$ cat src/rtl/controle_busca_pkg.sv
// -----------------------------------------------------------------------------
// controle_busca_pkg
// Shared definitions for the instruction fetch controller: state encoding,
// datapath widths, the end of the addressable instruction window and the
// address checks used on redirects and fetch attempts.
// -----------------------------------------------------------------------------
package controle_busca_pkg;

    localparam int PC_W  = 32;    // width of the program counter / byte address
    localparam int IDX_W = 8;     // width of the instruction memory word index

    // First byte address past the instruction memory (256 words of 4 bytes).
    localparam logic [PC_W-1:0] LIMITE_END = 32'h0000_0400;

    typedef enum logic [1:0] {
        OCIOSO   = 2'd0,
        BUSCANDO = 2'd1,
        ERRO     = 2'd2
    } estado_t;

    // Address lies outside the instruction memory window.
    function automatic logic fora_limite(input logic [PC_W-1:0] endereco);
        return (endereco >= LIMITE_END);
    endfunction

    // A redirect target must be word aligned and inside the window.
    function automatic logic alvo_invalido(input logic [PC_W-1:0] alvo);
        return (alvo[1:0] != 2'b00) || fora_limite(alvo);
    endfunction

endpackage

$ cat src/rtl/controle_busca_if.sv
// -----------------------------------------------------------------------------
// controle_busca_if
// Valid/ready instruction channel between the fetch controller and the
// decode stage.
//   instr_valida : fetch -> decode, instruction word on the channel is valid
//   instr_pronta : decode -> fetch, decode accepts the instruction this cycle
//   instr_dado   : fetch -> decode, instruction word
//   instr_pc     : fetch -> decode, byte address of instr_dado
// modport master : fetch side (controle_busca)
// modport slave  : decode side
// -----------------------------------------------------------------------------
interface controle_busca_if;
    import controle_busca_pkg::*;

    logic            instr_valida;
    logic            instr_pronta;
    logic [PC_W-1:0] instr_dado;
    logic [PC_W-1:0] instr_pc;

    modport master (
        output instr_valida,
        output instr_dado,
        output instr_pc,
        input  instr_pronta
    );

    modport slave (
        input  instr_valida,
        input  instr_dado,
        input  instr_pc,
        output instr_pronta
    );

endinterface

$ cat src/rtl/controle_busca.sv
// -----------------------------------------------------------------------------
// controle_busca
// Instruction fetch controller. Walks the PC through a 256-word instruction
// memory that sits beside this block (combinational read), registers each
// word with its byte address and offers it to decode over a valid/ready
// channel at up to one instruction per cycle. Accepts single-cycle redirects
// and locks into an error state on a bad redirect target or when the PC runs
// off the end of the memory; only reset leaves the error state.
//
// Ports
//   clk            : rising-edge clock
//   rst_n          : asynchronous active-low reset
//   habilitar      : level, 1 permits fetching
//   desvio_valido  : one-cycle redirect request
//   desvio_alvo    : redirect target byte address
//   endereco_mem   : word index to the instruction memory (pc[9:2])
//   dado_mem       : read data from the instruction memory
//   saida          : instruction channel to decode (master modport)
//   contador_instr : number of instructions accepted by decode (wraps)
//   erro           : high while in the error state
//
// state    | meaning
// ---------+-----------------------------------------------------------------
// OCIOSO   | fetching disabled; a held instruction may still drain
// BUSCANDO | fetching one word per cycle whenever the output slot is free
// ERRO     | bad redirect or PC out of range; frozen until reset
// -----------------------------------------------------------------------------
module controle_busca
    import controle_busca_pkg::*;
#(
    parameter logic [PC_W-1:0] PC_RESET = 32'h0000_0000
) (
    input  logic                    clk,
    input  logic                    rst_n,
    input  logic                    habilitar,
    input  logic                    desvio_valido,
    input  logic [PC_W-1:0]         desvio_alvo,
    output logic [IDX_W-1:0]        endereco_mem,
    input  logic [PC_W-1:0]         dado_mem,
    controle_busca_if.master        saida,
    output logic [15:0]             contador_instr,
    output logic                    erro
);

    estado_t         estado, estado_prox;
    logic [PC_W-1:0] pc, pc_prox;
    logic            valida_q, valida_prox;
    logic [PC_W-1:0] dado_q, dado_prox;
    logic [PC_W-1:0] ipc_q, ipc_prox;
    logic [15:0]     contador_q, contador_prox;
    logic            handshake;
    logic            slot_livre;

    // State and datapath registers.
    always_ff @(posedge clk or negedge rst_n) begin
        if (!rst_n) begin
            estado     <= OCIOSO;
            pc         <= PC_RESET;
            valida_q   <= 1'b0;
            dado_q     <= '0;
            ipc_q      <= '0;
            contador_q <= '0;
        end else begin
            estado     <= estado_prox;
            pc         <= pc_prox;
            valida_q   <= valida_prox;
            dado_q     <= dado_prox;
            ipc_q      <= ipc_prox;
            contador_q <= contador_prox;
        end
    end

    assign handshake  = valida_q && saida.instr_pronta;
    assign slot_livre = !valida_q || saida.instr_pronta;

    // Next-state and datapath update.
    always_comb begin
        estado_prox   = estado;
        pc_prox       = pc;
        valida_prox   = valida_q;
        dado_prox     = dado_q;
        ipc_prox      = ipc_q;
        contador_prox = contador_q;

        // Accepted instructions are counted in every state, and an accepted
        // instruction leaves the slot unless something new replaces it below.
        if (handshake) begin
            contador_prox = contador_q + 16'd1;
            valida_prox   = 1'b0;
        end

        case (estado)
            ERRO: begin
                // Frozen: redirects and fetches are ignored, only draining.
            end

            default: begin
                estado_prox = habilitar ? BUSCANDO : OCIOSO;

                if (desvio_valido) begin
                    // A rejected redirect keeps the PC where it was.
                    if (alvo_invalido(desvio_alvo)) begin
                        estado_prox = ERRO;
                    end else begin
                        pc_prox     = desvio_alvo;
                        valida_prox = 1'b0;
                    end
                end else if ((estado == BUSCANDO) && slot_livre) begin
                    if (fora_limite(pc)) begin
                        // Ran past the last word: nothing is loaded.
                        estado_prox = ERRO;
                    end else begin
                        dado_prox   = dado_mem;
                        ipc_prox    = pc;
                        valida_prox = 1'b1;
                        pc_prox     = pc + 32'd4;
                    end
                end
            end
        endcase
    end

    assign endereco_mem       = pc[IDX_W+1:2];
    assign saida.instr_valida = valida_q;
    assign saida.instr_dado   = dado_q;
    assign saida.instr_pc     = ipc_q;
    assign contador_instr     = contador_q;
    assign erro               = (estado == ERRO);

endmodule

$ cat src/flat_wrapper.sv
// flat-port wrapper written by rule: the top's interface ports become plain ports
module controle_busca_flat import controle_busca_pkg::*;
#(
    parameter logic [PC_W-1:0] PC_RESET = 32'h0000_0000
)
  (clk, rst_n, habilitar, desvio_valido, desvio_alvo, endereco_mem, dado_mem, contador_instr, erro, saida_instr_valida, saida_instr_dado, saida_instr_pc, saida_instr_pronta);
  controle_busca_if saida_i ();
  input  logic clk;
  input  logic rst_n;
  input  logic habilitar;
  input  logic desvio_valido;
  input  logic [PC_W-1:0] desvio_alvo;
  output logic [IDX_W-1:0] endereco_mem;
  input  logic [PC_W-1:0] dado_mem;
  output logic [15:0] contador_instr;
  output logic erro;
  output wire logic [$bits(saida_i.instr_valida)-1:0] saida_instr_valida;
  output wire logic [$bits(saida_i.instr_dado)-1:0] saida_instr_dado;
  output wire logic [$bits(saida_i.instr_pc)-1:0] saida_instr_pc;
  input wire logic [$bits(saida_i.instr_pronta)-1:0] saida_instr_pronta;
  assign saida_instr_valida = saida_i.instr_valida;
  assign saida_instr_dado = saida_i.instr_dado;
  assign saida_instr_pc = saida_i.instr_pc;
  assign saida_i.instr_pronta = saida_instr_pronta;
  controle_busca #(.PC_RESET(PC_RESET)) u_core (.clk(clk), .rst_n(rst_n), .habilitar(habilitar), .desvio_valido(desvio_valido), .desvio_alvo(desvio_alvo), .endereco_mem(endereco_mem), .dado_mem(dado_mem), .saida(saida_i), .contador_instr(contador_instr), .erro(erro));
endmodule
$ cat config.mk
export PLATFORM = sky130hd
export DESIGN_NAME = controle_busca_flat
export DESIGN_NICKNAME = d
export VERILOG_FILES = /design/src/rtl/controle_busca_pkg.sv /design/src/rtl/controle_busca_if.sv /design/src/rtl/controle_busca.sv /design/src/flat_wrapper.sv
export SDC_FILE = /design/constraint.sdc
export NUM_CORES = 1
export LEC_CHECK = 0
export CAP_MARGIN = 20
export CORE_MARGIN = 2
export CORE_UTILIZATION = 48
export DETAILED_ROUTE_END_ITERATION = 8
export HOLD_SLACK_MARGIN = 0.08
export PLACE_DENSITY = 0.91
export SLEW_MARGIN = 20
export SYNTH_ARGS = -nofsm -noshare
export SYNTH_HDL_FRONTEND = slang
export SYNTH_SLANG_ARGS = --single-unit
$ cat constraint.sdc
create_clock -name clk -period 4.95 [get_ports clk]
set_input_delay 0.495 -clock clk [delete_from_list [all_inputs] [get_ports clk]]
set_output_delay 0.495 -clock clk [all_outputs]
set_load 0.02 [all_outputs]
==> results.md <==
Setup path:
- The largest driver fanout on the critical path is 20.
- The logic depth of the worst register-to-register path is 5.
- Following the worst setup path forward leads to its endpoint at u_core.pc[31].
- Data arrives at the worst endpoint at 3220 ps.
- For flop-to-flop paths, the worst setup slack is ~2400 ps.
- The largest single stage delay on the critical path is roughly 850 ps.
- At the worst endpoint, the required time is around 5300 ps.
- The critical path goes through clkdlybuf4s50_1, nor4_1, nand4_1, nor4_4, nor2_1, and2_1.
- The launching element type of the critical path is an input pin.
- The critical path buffer and inverter count is 1.
- Broken down by cell family, the worst path's largest delay share belongs to simple AND/OR/NAND/NOR gates.
- The startpoint of the most critical register-to-register path is u_core.pc[27].
- The critical setup path kind is in2reg.
- The worst reg2reg path endpoint is u_core.saida.instr_dado[6].
- In this run the worst setup path begins at desvio_alvo[18].
- The worst setup path is captured at a flop.
- The critical path depth in cells is 6.
- The slowest cell on the critical path is nor4_4.

Place:
- The setup slack after placement is roughly 1700 ps.
- In this run the cell area measured after placement is 6150 um^2.
- The last weighted congestion value of the routability-driven placer is 0.766.
- The HPWL after detailed placement is approximately 7000 um.
- During placement, the flow inserted port buffers numbering between 150 and 200.

Pwr:
- The maximum vdd ir drop is between 0.2 and 0.25 mV.
- The clock network fraction of total power is 0.548.
- The sequential group share of total power is 0.416.
- Cell internal power was estimated by the tool at approximately 0.0018 W.
- The share of total power consumed by net switching is 0.203.
- The switching power is 0.000460 W.
- The power per cell area is about 330 nW/um^2.
- The portion of total power attributed to combinational logic is 0.036.
- The leakage power summed over all cells is around 3.2 nW.

Timing:
- Setup slack on the critical path of the routed design comes to about 2100 ps.
- The minimum clock period after layout is 2830 ps.
- At the pin with the least slew margin, the transition time is 1020 ps.
- Measured against its own limit, the worst slew margin works out to 0.314.
- The clock skew after layout is ~7.7 ps.
- The final hold violation count came to 0.
- Setup repair after global routing left no endpoint under its margin.
- The max-slew violation total from the final report is 0.
- The post-route fraction of the period consumed by the critical path is 0.572.
- Timing would allow up to 0.353 GHz.
- Setup violations remaining at the end of the flow were counted as 0.
- The post-route setup TNS is 0 ps.

Routing:
- The number of iterations in the first detailed-routing pass is 4.
- In the final routed layout, each cell accounts on average for 16.3 um.
- For this block, the routed nets add up to approximately 10000 um of wire.
- Using the TritonRoute via totals, the vias-per-cell ratio works out to between 5 and 6.
- The routed length on met3 is 759 um.
- In this run the remaining antenna-violating nets after routing total 0.
- In the final routing, the length of wire on met1 measures 4290 um.
- After detailed routing, the number of remaining DRC violations is 0.
- The topmost layer with routed signal wires is met4.
- Wire segments on met2 add up to between 5000 and 6000 um in the final route.
- The detailed router finished its first iteration with about 190 violations.
- The total number of vias is between 3000 and 4000.

Clock network:
- The hold-fix buffer count after cts is 0.
- After clock tree synthesis, the clock-pin slew on the worst setup and hold paths is 60 ps.
- CTS built an H-tree with a depth of 4.
- The number of setup buffers added after CTS is 0.
- The source-to-sink clock delay at the later pin of the worst-skew pair is roughly 500 ps.
- Clock tree synthesis inserted a total of 17 buffers.
- The TritonCTS clock tree is built.
- The number of cells upsized or downsized after cts is 0.
- The maximum clock path buffer count is 2.
- The number of clock sinks is ~120.
- The root buffer cell is clkbuf_8.

Outcome:
- The run finished with clean final reports.

Logic synthesis:
- The library cell with the highest instance count after synthesis is dfrtp_1.
- The number of cells produced by synthesis is 343.
- The register bit total from synthesis is 115.
- The net count after synthesis is 415.
- In the synthesized netlist the dominant register cell turns out to be dfrtp_1.
- The mean area per synthesized cell is approximately 13 um^2.
- After synthesis, the share of flip-flops with an asynchronous set or reset is 1.00.
- Of the synthesized area, sequential elements account for 0.635.
- The top cell type's share of synthesized area is 0.635.
- The commonest cells after synthesis are 115 x dfrtp_1, 31 x nor2b_1, 29 x mux2_1.
- Synthesis instantiated 39 different standard cells from the library.
- The cell area after synthesis is ~4500 um^2.
- The count of flip-flops with a built-in enable after synthesis is 0.
- Sorting the synthesized cells by area gives the leading types as dfrtp_1 63%, mux2_1 7.2%, nor2b_1 4.3%, mux2_2 3.2%, xnor2_1 2.1%.
- The post-synthesis cell type with the largest combined area is dfrtp_1.
- The total number of yosys warnings is 0.

Finish:
- The repair_antennas step left the layout with diodes totalling 0.
- For this run, the post-layout net count is approximately 580.
- Fill cells in the final layout number 619.
- The fraction of layout cells with a size suffix above 1 is 0.101.
- The area growth from synthesis to layout is 49.1%.
- At the end of the flow the core is filled with cells to 0.735.
- Once layout is done, the placed cells without fillers occupy between 6000 and 7000 um^2.

Floorplanning:
- The floorplan step set the die height to 101 um.
- The area of the die is about 10000 um^2.
- The I/O pin count is between 150 and 200.
- The core region is slightly above 9000 um^2.
- After floorplanning, the core was divided into 35 placement rows.
- The chip width is 101 um.
- The initial core utilization is 0.493.

Global route:
- The global-route total usage across every layer is 0.207.
- The total congestion overflow after global routing is 0.
- The initial antenna violation count is 0.
- Entering global routing, the biggest net connects slightly below 80 pins.
- The global-route wire length before repair is between 15000 and 20000 um.
- The number of global-route vias before repair came to 3477.

Flow run:
- Across the run, the number of max-cap violations was 0.

Worst hold path:
- The worst hold path belongs to the class in2async.
power by group through the flow:
stage               combinational, W  clock [W]  sequential, W
finish                     0.0000810    0.00124       0.000941
global route               0.0000892    0.00130       0.000940
CTS                        0.0000825    0.00126       0.000941
detailed placement         0.0000823          0       0.000957
global placement           0.0000805          0       0.000957
floorplan                 0.00000741          0       0.000958
area by class of cell:
type / count / area, um^2 / share of cell area
clock buffers: 21 / 459 / 0.0679
repair buffers: 162 / 1610 / 0.238
flip-flops and latches: 115 / 2880 / 0.426
inverters: 7 / 26.3 / 0.00389
well taps: 111 / 139 / 0.0205
clock inverters: 11 / 153 / 0.0226
multi-input cells: 200 / 1500 / 0.222
worst register-to-register path: cells and delay by family (launching register included):
family / cells / cell delay [ps]
and+or+nand+nor: 3 / 1180
DFF: 1 / 380
muxes: 1 / 390
buffers and inverters: 1 / 500
per-layer routing:
metal	global-route usage	up-vias
li1	-	1505
met1	0.260	1608
met2	0.350	129
met3	0.0725	9
met4	0.0468	0
met5	0	-
state kept, by name, summed over array words and instances (netlist names):
name / cells
u_core.contador_instr: 16
u_core.estado: 2
u_core.pc: 32
u_core.saida.instr_dado: 32
u_core.saida.instr_pc: 32
u_core.saida.instr_valida: 1
logic make-up (layout without fill, tap and decap cells):
kind of cell / count (synthesis) / after routing / synth area share
and+or+nand+nor: 113 / 113 / 0.141
buffers and inverters: 28 / 201 / 0.0384
AOI/OAI and AO/OA: 26 / 26 / 0.0422
xor gates and xnor gates: 15 / 15 / 0.0290
muxes: 43 / 43 / 0.107
adders and majority gates: 3 / 3 / 0.00828
DFF: 115 / 115 / 0.635
worst min-delay path by stage:
stage | slack (ps) | cells after the start | start | endpoint
2_1_floorplan | 200 | 0 | rst_n | u_core.contador_instr[0]
6_report | 140 | 1 | rst_n | u_core.saida.instr_dado[5]
4_1_cts | 160 | 1 | rst_n | u_core.saida.instr_dado[5]
3_3_place_gp | 460 | 1 | u_core.contador_instr[15] | u_core.contador_instr[15]
5_1_grt | 200 | 1 | rst_n | u_core.saida.instr_dado[5]
3_5_place_dp | 470 | 1 | u_core.contador_instr[15] | u_core.contador_instr[15]
per-stage QoR:
stage	std cells	power (W)	hold WS [ps]
detailed placement	595	0.00104	467
floorplan	343	0.000965	199
global route	627	0.00233	205
global placement	595	0.00104	463
CTS	627	0.00228	159
finish	627	0.00226	138
layout by cell type (no fill, tap or decap), types with 2 or more instances in the layout:
cell / Yosys / final
clkdlybuf4s50_1: 0 / 157
dfrtp_1: 115 / 115
nor2b_1: 31 / 31
mux2_1: 29 / 29
nor2_1: 17 / 17
clkbuf_16: 0 / 16
and2_1: 14 / 14
nand2_1: 13 / 13
mux2_2: 13 / 13
nor4_1: 11 / 11
xnor2_1: 11 / 11
and3_1: 8 / 8
inv_1: 7 / 7
nand4_1: 7 / 7
o22ai_1: 7 / 7
o2bb2ai_1: 5 / 5
buf_4: 11 / 5
xor2_1: 4 / 4
a22oi_1: 4 / 4
clkbuf_8: 0 / 4
clkinv_4: 0 / 4
ha_1: 3 / 3
clkinvlp_4: 0 / 3
bufinv_16: 0 / 3
nor3_1: 2 / 2
a22o_1: 2 / 2
a21oi_1: 2 / 2
nand3_1: 2 / 2
o21ai_0: 2 / 2
(Power assumes the default switching activity.)
